`src/rtl/ram_arbiter_2p.sv`:
```
// Two-master arbiter/sequencer for the dual-bank word RAM: IDLE -> ISSUE -> DATA.
// Define RAM_ARB_RR_EN for round-robin ties; otherwise M0 has fixed priority.
module ram_arbiter_2p #(
    parameter int AW = 11,
    parameter int DW = 32
) (
    input  logic            CLK,
    input  logic            RST,
    input  logic            M0_REQ,
    input  logic [DW/8-1:0] M0_WE,
    input  logic [AW-1:0]   M0_A,
    input  logic [DW-1:0]   M0_DI,
    output logic [DW-1:0]   M0_DO,
    output logic            M0_RDY,
    input  logic            M1_REQ,
    input  logic [DW/8-1:0] M1_WE,
    input  logic [AW-1:0]   M1_A,
    input  logic [DW-1:0]   M1_DI,
    output logic [DW-1:0]   M1_DO,
    output logic            M1_RDY,
    output logic            RAM_EN,
    output logic [DW/8-1:0] RAM_WE,
    output logic [AW-1:0]   RAM_A,
    output logic [DW-1:0]   RAM_DI,
    input  logic [DW-1:0]   RAM_DO
);

    typedef enum logic [1:0] {
        IDLE,
        ISSUE,
        DATA
    } state_t;

`ifdef RAM_ARB_RR_EN
    localparam bit RR = 1'b1;
`else
    localparam bit RR = 1'b0;
`endif

    state_t state;
    logic   gnt;
    logic   last;
    logic   pick;

    // Tie resolution: round-robin favours whoever did not win last time.
    always_comb begin
        pick = 1'b0;
        if (M0_REQ && M1_REQ) begin
            pick = RR ? ~last : 1'b0;
        end else begin
            pick = M1_REQ;
        end
    end

    always_ff @(posedge CLK or posedge RST) begin
        if (RST) begin
            state  <= IDLE;
            gnt    <= 1'b0;
            last   <= 1'b1;
            RAM_EN <= 1'b0;
            RAM_WE <= '0;
            RAM_A  <= '0;
            RAM_DI <= '0;
            M0_RDY <= 1'b0;
            M1_RDY <= 1'b0;
        end else begin
            unique case (state)
                IDLE: begin
                    if (M0_REQ || M1_REQ) begin
                        state  <= ISSUE;
                        gnt    <= pick;
                        last   <= pick;
                        RAM_EN <= 1'b1;
                        RAM_WE <= pick ? M1_WE : M0_WE;
                        RAM_A  <= pick ? M1_A  : M0_A;
                        RAM_DI <= pick ? M1_DI : M0_DI;
                    end else begin
                        RAM_EN <= 1'b0;
                        RAM_WE <= '0;
                        RAM_A  <= '0;
                        RAM_DI <= '0;
                    end
                end
                ISSUE: begin
                    state  <= DATA;
                    RAM_EN <= 1'b0;
                    RAM_WE <= '0;
                    M0_RDY <= ~gnt;
                    M1_RDY <= gnt;
                end
                DATA: begin
                    state  <= IDLE;
                    M0_RDY <= 1'b0;
                    M1_RDY <= 1'b0;
                end
                default: begin
                    state <= IDLE;
                end
            endcase
        end
    end

    // RAM read data arrives during DATA, so it is steered rather than registered.
    assign M0_DO = M0_RDY ? RAM_DO : '0;
    assign M1_DO = M1_RDY ? RAM_DO : '0;

endmodule
```
`config.mk`:
```
export PLATFORM = sky130hd
export DESIGN_NAME = ram_arbiter_2p
export DESIGN_NICKNAME = d
export VERILOG_FILES = /design/src/rtl/ram_arbiter_2p.sv
export SDC_FILE = /design/constraint.sdc
export NUM_CORES = 1
export LEC_CHECK = 0
export CORE_MARGIN = 4
export CORE_UTILIZATION = 37
export DETAILED_ROUTE_END_ITERATION = 6
export GPL_TIMING_DRIVEN = 1
export PLACE_DENSITY = 0.84
export SLEW_MARGIN = 10
export SYNTH_ARGS = -nofsm -noshare
export SYNTH_HDL_FRONTEND = slang
export SYNTH_SLANG_ARGS = --single-unit
```
`constraint.sdc`:
```
create_clock -name CLK -period 5.2 [get_ports CLK]
set_input_delay 1.56 -clock CLK [delete_from_list [all_inputs] [get_ports CLK]]
set_output_delay 1.56 -clock CLK [all_outputs]
set_load 0.05 [all_outputs]
```
==> results of run 1 <==
sequential cells by signal (all words and copies together), names as in the netlist:
register and count:
M0_RDY 1, M1_RDY 1, RAM_A 11, RAM_DI 32, RAM_EN 1, RAM_WE 4
gnt 1, state 2
final timing paths:
kind                                       from                     to  depth (start not counted)
setup / recovery                      RAM_DO[0]               M1_DO[0]                          3
hold / removal             state[1]$_DFFE_PP0P_   state[1]$_DFFE_PP0P_                          1
setup reg to reg           state[0]$_DFFE_PP0P_  RAM_WE[1]$_DFFE_PP0P_                          5
hold reg to reg            state[1]$_DFFE_PP0P_   state[1]$_DFFE_PP0P_                          1
max in group asynchronous                   RST   state[1]$_DFFE_PP0P_                          3
min in group asynchronous                   RST  RAM_DI[3]$_DFFE_PP0N_                          3
cell usage in the layout (no fill, tap or decap), types with 4 or more instances in the layout:
cell,instances
clkdlybuf4s50_1,242
and2_1,64
dfrtp_1,53
nor2_1,45
nand3b_1,44
nand2_1,43
a31oi_1,43
clkbuf_8,7
and4b_1,4
nor3b_1,4
a211o_1,4
buf_4,4
layer usage:
layer	up-vias	wire length [um]	GRT usage (%)	share of wire, %
met5	-	0	0	0
met4	0	218	5.60	2.1
met3	16	1020	6.05	9.7
met2	144	5620	38.9	53
met1	1494	3680	21.9	35
li1	1642	-	-	-
through the flow:
| stage | utilization [%] | instance area [um^2] | std cells |
|---|---|---|---|
| after detailed placement | 67.1 | 5520 | 673 |
| after global placement | 67.1 | 5520 | 673 |
| final | 68.4 | 5620 | 681 |
| after global routing | 68.4 | 5620 | 681 |
| after floorplan | - | 3130 | 354 |
| after CTS | 68.4 | 5620 | 681 |
final cells by class:
class / instances / area (um^2)
clock buffers: 7 / 96.3
clock inverters: 1 / 5.00
fillers: 666 / 2600
inverters: 4 / 15.0
multi-input cells: 264 / 1590
flip-flops and latches: 53 / 1330
well taps: 105 / 131
repair buffers: 247 / 2460
power by group through the flow:
stage               clock network, mW  logic, mW  registers, mW
global route                    0.278       2.72          0.829
finish                          0.253       2.57          0.787
global placement                    0       2.56          0.785
floorplan                           0       1.08           1.44
detailed placement                  0       2.59          0.794
CTS                             0.262       2.59          0.789
kinds of logic (layout without fill, tap and decap cells):
family / Yosys count / count (layout) / synth area share [%]
AND/OR/NAND/NOR: 207 / 207 / 37.6
buffers and inverters: 37 / 259 / 7.19
adder cells (fa/ha/maj): 4 / 4 / 1.60
flip-flops: 53 / 53 / 42.3
AO/OA/AOI/OAI: 50 / 50 / 10.2
multiplexers: 3 / 3 / 1.08
worst max-delay path, cell delays in order:
cell             delay (ps)
clkdlybuf4s50_1         460
and2_1                  110
clkdlybuf4s50_1         850
==> reports/metrics.cfg, run 1 <==
[pwr]
peakVddDrop_v=0.000333
leakagePower_nw=2.25
powerDensity_nw_per_um2=643
p_sw_mw=1.97
swShare_pct=54.6
seq_power_share_pct=21.8
clockPowerShare_pct=7.0
power_mw=3.61
power.internal_mw=1.64
p_comb_share_pct=71.2

[detailed_routing]
drt_iter0_drc=96
via_per_inst=4.84
wire_per_inst_um=15.5
vias=3296
finalWirelength_um=10500
first_pass_iters=4
antenna_left=0
remaining_drc_errors=0

[cells_and_area]
area_growth_pct=79.2
drive_above_1_share_pct=3.13
antenna_cells=0
fin_nets=709

[die]
num_rows=33
start_util_pct=38.1
core_area_um2=8220
die_w_um=100
die_area_um2=10000
pin_count=244
die_h_um=100

[timing]
skew_ps=6.48
maxSlewHeadroom_pct=34.1
period_needed_ps=4550
hold_ws_ps=538
fmax_ghz=0.220
final-max-slew-violation-count=0
worst_slew_pin_slew_ps=985
rsz0062_at_grt=false
timing.final.ws_setup_ps=651
final_hold_viol_count=0
setup_tns_ps=0
setup_viol=0
fin_crit_sh_pct=87.5

[yosys]
syn_nets=488
synthArstFlopShare_pct=100
synth.top_cells.by_area=dfrtp_1, and2_1, nand3b_1
syn_area_um2=3130
synth_edf_count=0
yosysUniqueCellTypes=23
syn_avg_cell_area_um2=8.85
synth.largest_area_cell=dfrtp_1
yosys-top-cells-count=and2_1, dfrtp_1, nor2_1
postSynthCellCount=354
seq_area_frac_synth_pct=42.3
synth_top_area_share_pct=42.3
ys.flop_type=dfrtp_1
yosysMostFrequentCell=and2_1
ys_warn_count=0
synth-seq-cells=53

[setup_path]
crit_required_ps=3640
start_kind=primary input
cp.arrival_ps=2990
regToRegSetupSlack_ps=2770
crit_fanout=2
crit_path_end_kind=primary output
critical_path_class=in -> out

[global_routing]
grt_max_degree=62
grt_pass1_vias=3218
grt_antenna_before_repair=0
grt.total_usage_pct=20.5
grt_pass1_wl_um=16500
grt-ovfl-total=0

[clock_network]
clk_latency_ps=300
clock_sinks=53
cts-root-buf=clkbuf_8
cts_tree=built
cts_hold_buf=0
cts_resized=0
htreeDepth=2
cts_buffers=5
clk_pin_slew_worst_paths_ps=90
clockBufferDepth=2
postCtsSetupBuffers=0

[placed_design]
place_ws_ps=642
port_buffers=243
gp_congestion=0.895
dp_hpwl_um=8420

[outcome]
status=finished clean

[min_path]
min_path_type=reg -> reg

[job]
max-cap-violations=0

Note: power is estimated with default switching activity, not from simulation.
==> run 2: changes to the inputs <==
- PLACE_DENSITY: 0.84 -> not set
- PLACE_DENSITY_LB_ADDON: not set -> 0.2
==> run 2 against run 1 <==
Utilization barely moved. Maximum frequency barely moved. Power rose by 1.4%. Hold slack improved by 2.6 ps. Setup slack got worse by 2.8 ps. Sequential power rose by 0.9%. Combinational power barely moved. Design area barely moved. Clock-buffer cell count fell by 2. First-iteration DRC count rose by 43%. Critical path depth did not move. Via count barely moved. Highest routed layer unchanged.
==> reports/metrics.cfg, run 2 (same netlist as run 1, synthesis figures left out) <==
[pwr]
p_comb_share_pct=70.5
leakagePower_nw=2.25
powerDensity_nw_per_um2=651
swShare_pct=54.4
clockPowerShare_pct=7.8
seq_power_share_pct=21.7
p_sw_mw=1.99
power.internal_mw=1.67
peakVddDrop_v=0.000382

[clock_network]
cts_hold_buf=0
cts-root-buf=clkbuf_8
htreeDepth=2
clock_sinks=53
clk_pin_slew_worst_paths_ps=90
postCtsSetupBuffers=0
clk_latency_ps=310
cts_tree=built
cts_buffers=5
clockBufferDepth=2
cts_resized=0

[die]
num_rows=33
pin_count=244
core_area_um2=8220
die_w_um=100
die_h_um=100
die_area_um2=10000
start_util_pct=38.1

[detailed_routing]
top_layer_used=met4
first_pass_iters=4
drt_iter0_drc=137
wire_per_inst_um=16.1
via_per_inst=4.84
antenna_left=0
wl_met1_um=4340
wl_met2_um=5430
finalWirelength_um=10900
remaining_drc_errors=0
dr_wl_met3_um=951
vias=3294

[cells_and_area]
mostFrequentLayoutCells=clkdlybuf4s50_1, and2_1, dfrtp_1, nor2_1, nand3b_1
regMostFlops=RAM_DI
area_growth_pct=79.3
top_regs=RAM_DI x32, RAM_A x11, RAM_WE x4
drive_above_1_share_pct=2.96
fin_nets=707
largest_reg_flops=32
final_common_cell=clkdlybuf4s50_1
fin_area_um2=5620

[setup_path]
cp.arrival_ps=2990
critical_path_class=in -> out
r2r_end=state[0]$_DFFE_PP0P_
crit_path_end_kind=primary output
slowest_delay_ps=800
crit_fanout=2
endpoint=M1_DO[22]
path_cells=clkdlybuf4s50_1 > and2_1 > clkdlybuf4s50_1
regToRegSetupSlack_ps=2960
cp_slowest_cell=clkdlybuf4s50_1
crit_buf_inv=2
critPathLaunch=RAM_DO[22]
start_kind=primary input
worstReg2RegStart=state[0]$_DFFE_PP0P_
crit_required_ps=3640
ff2ff_path_depth=4
crit_cells=3
cp_top_family=buffers and inverters
critPathMostFrequentCell=clkdlybuf4s50_1

[job]
max-cap-violations=0

[timing]
rsz0062_at_grt=false
worst_slew_pin_slew_ps=976
skew_ps=18.7
final-max-slew-violation-count=0
final_hold_viol_count=0
period_needed_ps=4550
fin_crit_sh_pct=87.5
fmax_ghz=0.220
hold_ws_ps=541
maxSlewHeadroom_pct=35.0
setup_tns_ps=0
setup_viol=0

[min_path]
min_path_type=reg -> reg

[global_routing]
grt_antenna_before_repair=1
grt-ovfl-total=0
grt_pass1_vias=3254
grt.total_usage_pct=21.2
grt_pass1_wl_um=17000
grt_max_degree=100

[placed_design]
port_buffers=243
gp_congestion=0.826
dp_hpwl_um=8340
place_area_um2=5510

[outcome]
status=finished clean

[run 2: cell types whose count changed in the layout (fill, tap and decap cells not counted)]
cell             delta
bufinv_16           +1
buf_2               +1
inv_6               +1
ha_4                +1
buf_4               -2
diode_2             +1
clkdlybuf4s50_1     -1
ha_2                -1
clkbuf_8            -2
[run 2: worst min-delay path: cells and delay by family (launching register included)]
kind	cells	cell delay, ps
simple gates	1	80
flops	1	380
compound gates	1	50
[run 2: metrics by stage]
stage / util, % / power (mW) / setup slack [ps] / instances
2_1_floorplan: - / 2.52 / 1670 / 354
3_3_place_gp: 67.0 / 3.36 / 623 / 671
3_5_place_dp: 67.0 / 3.40 / 638 / 671
4_1_cts: 68.4 / 3.70 / 633 / 679
5_1_grt: 68.4 / 3.86 / 602 / 680
6_report: 68.4 / 3.66 / 648 / 680
[run 2: final cells by class]
type | instances | area, um^2
diodes | 1 | 2.50
clock buffers | 5 | 68.8
clock inverters | 3 | 43.8
fillers | 663 | 2600
inverters | 4 | 15.0
multi-input cells | 264 | 1600
flip-flops and latches | 53 | 1330
well taps | 105 | 131
repair buffers | 245 | 2440
[run 2: metal layers]
| metal | track usage (%) | up-vias |
|---|---|---|
| li1 | - | 1633 |
| met1 | 24.9 | 1491 |
| met2 | 38.3 | 156 |
| met3 | 5.63 | 14 |
| met4 | 5.49 | 0 |
| met5 | 0 | - |
[run 2: worst min path at each step]
stage,from,endpoint,slack [ps],cells after the start
CTS,RAM_DI[0]$_DFFE_PP0N_,RAM_DI[0]$_DFFE_PP0N_,540,2
global placement,state[0]$_DFFE_PP0P_,state[0]$_DFFE_PP0P_,500,1
detailed placement,RAM_DI[14]$_DFFE_PP0N_,RAM_DI[14]$_DFFE_PP0N_,530,2
finish,RAM_DI[0]$_DFFE_PP0N_,RAM_DI[0]$_DFFE_PP0N_,540,2
floorplan,state[1]$_DFFE_PP0P_,state[1]$_DFFE_PP0P_,490,1
global route,RAM_DI[21]$_DFFE_PP0N_,RAM_DI[21]$_DFFE_PP0N_,560,2
[run 2: power groups by stage]
stage                     sequential (mW)  combinational (mW)  clock (mW)
final                               0.794                2.58       0.287
after global routing                0.827                2.72       0.315
after CTS                           0.796                2.60       0.299
after detailed placement            0.802                2.60           0
after global placement              0.788                2.57           0
after floorplan                      1.44                1.08           0
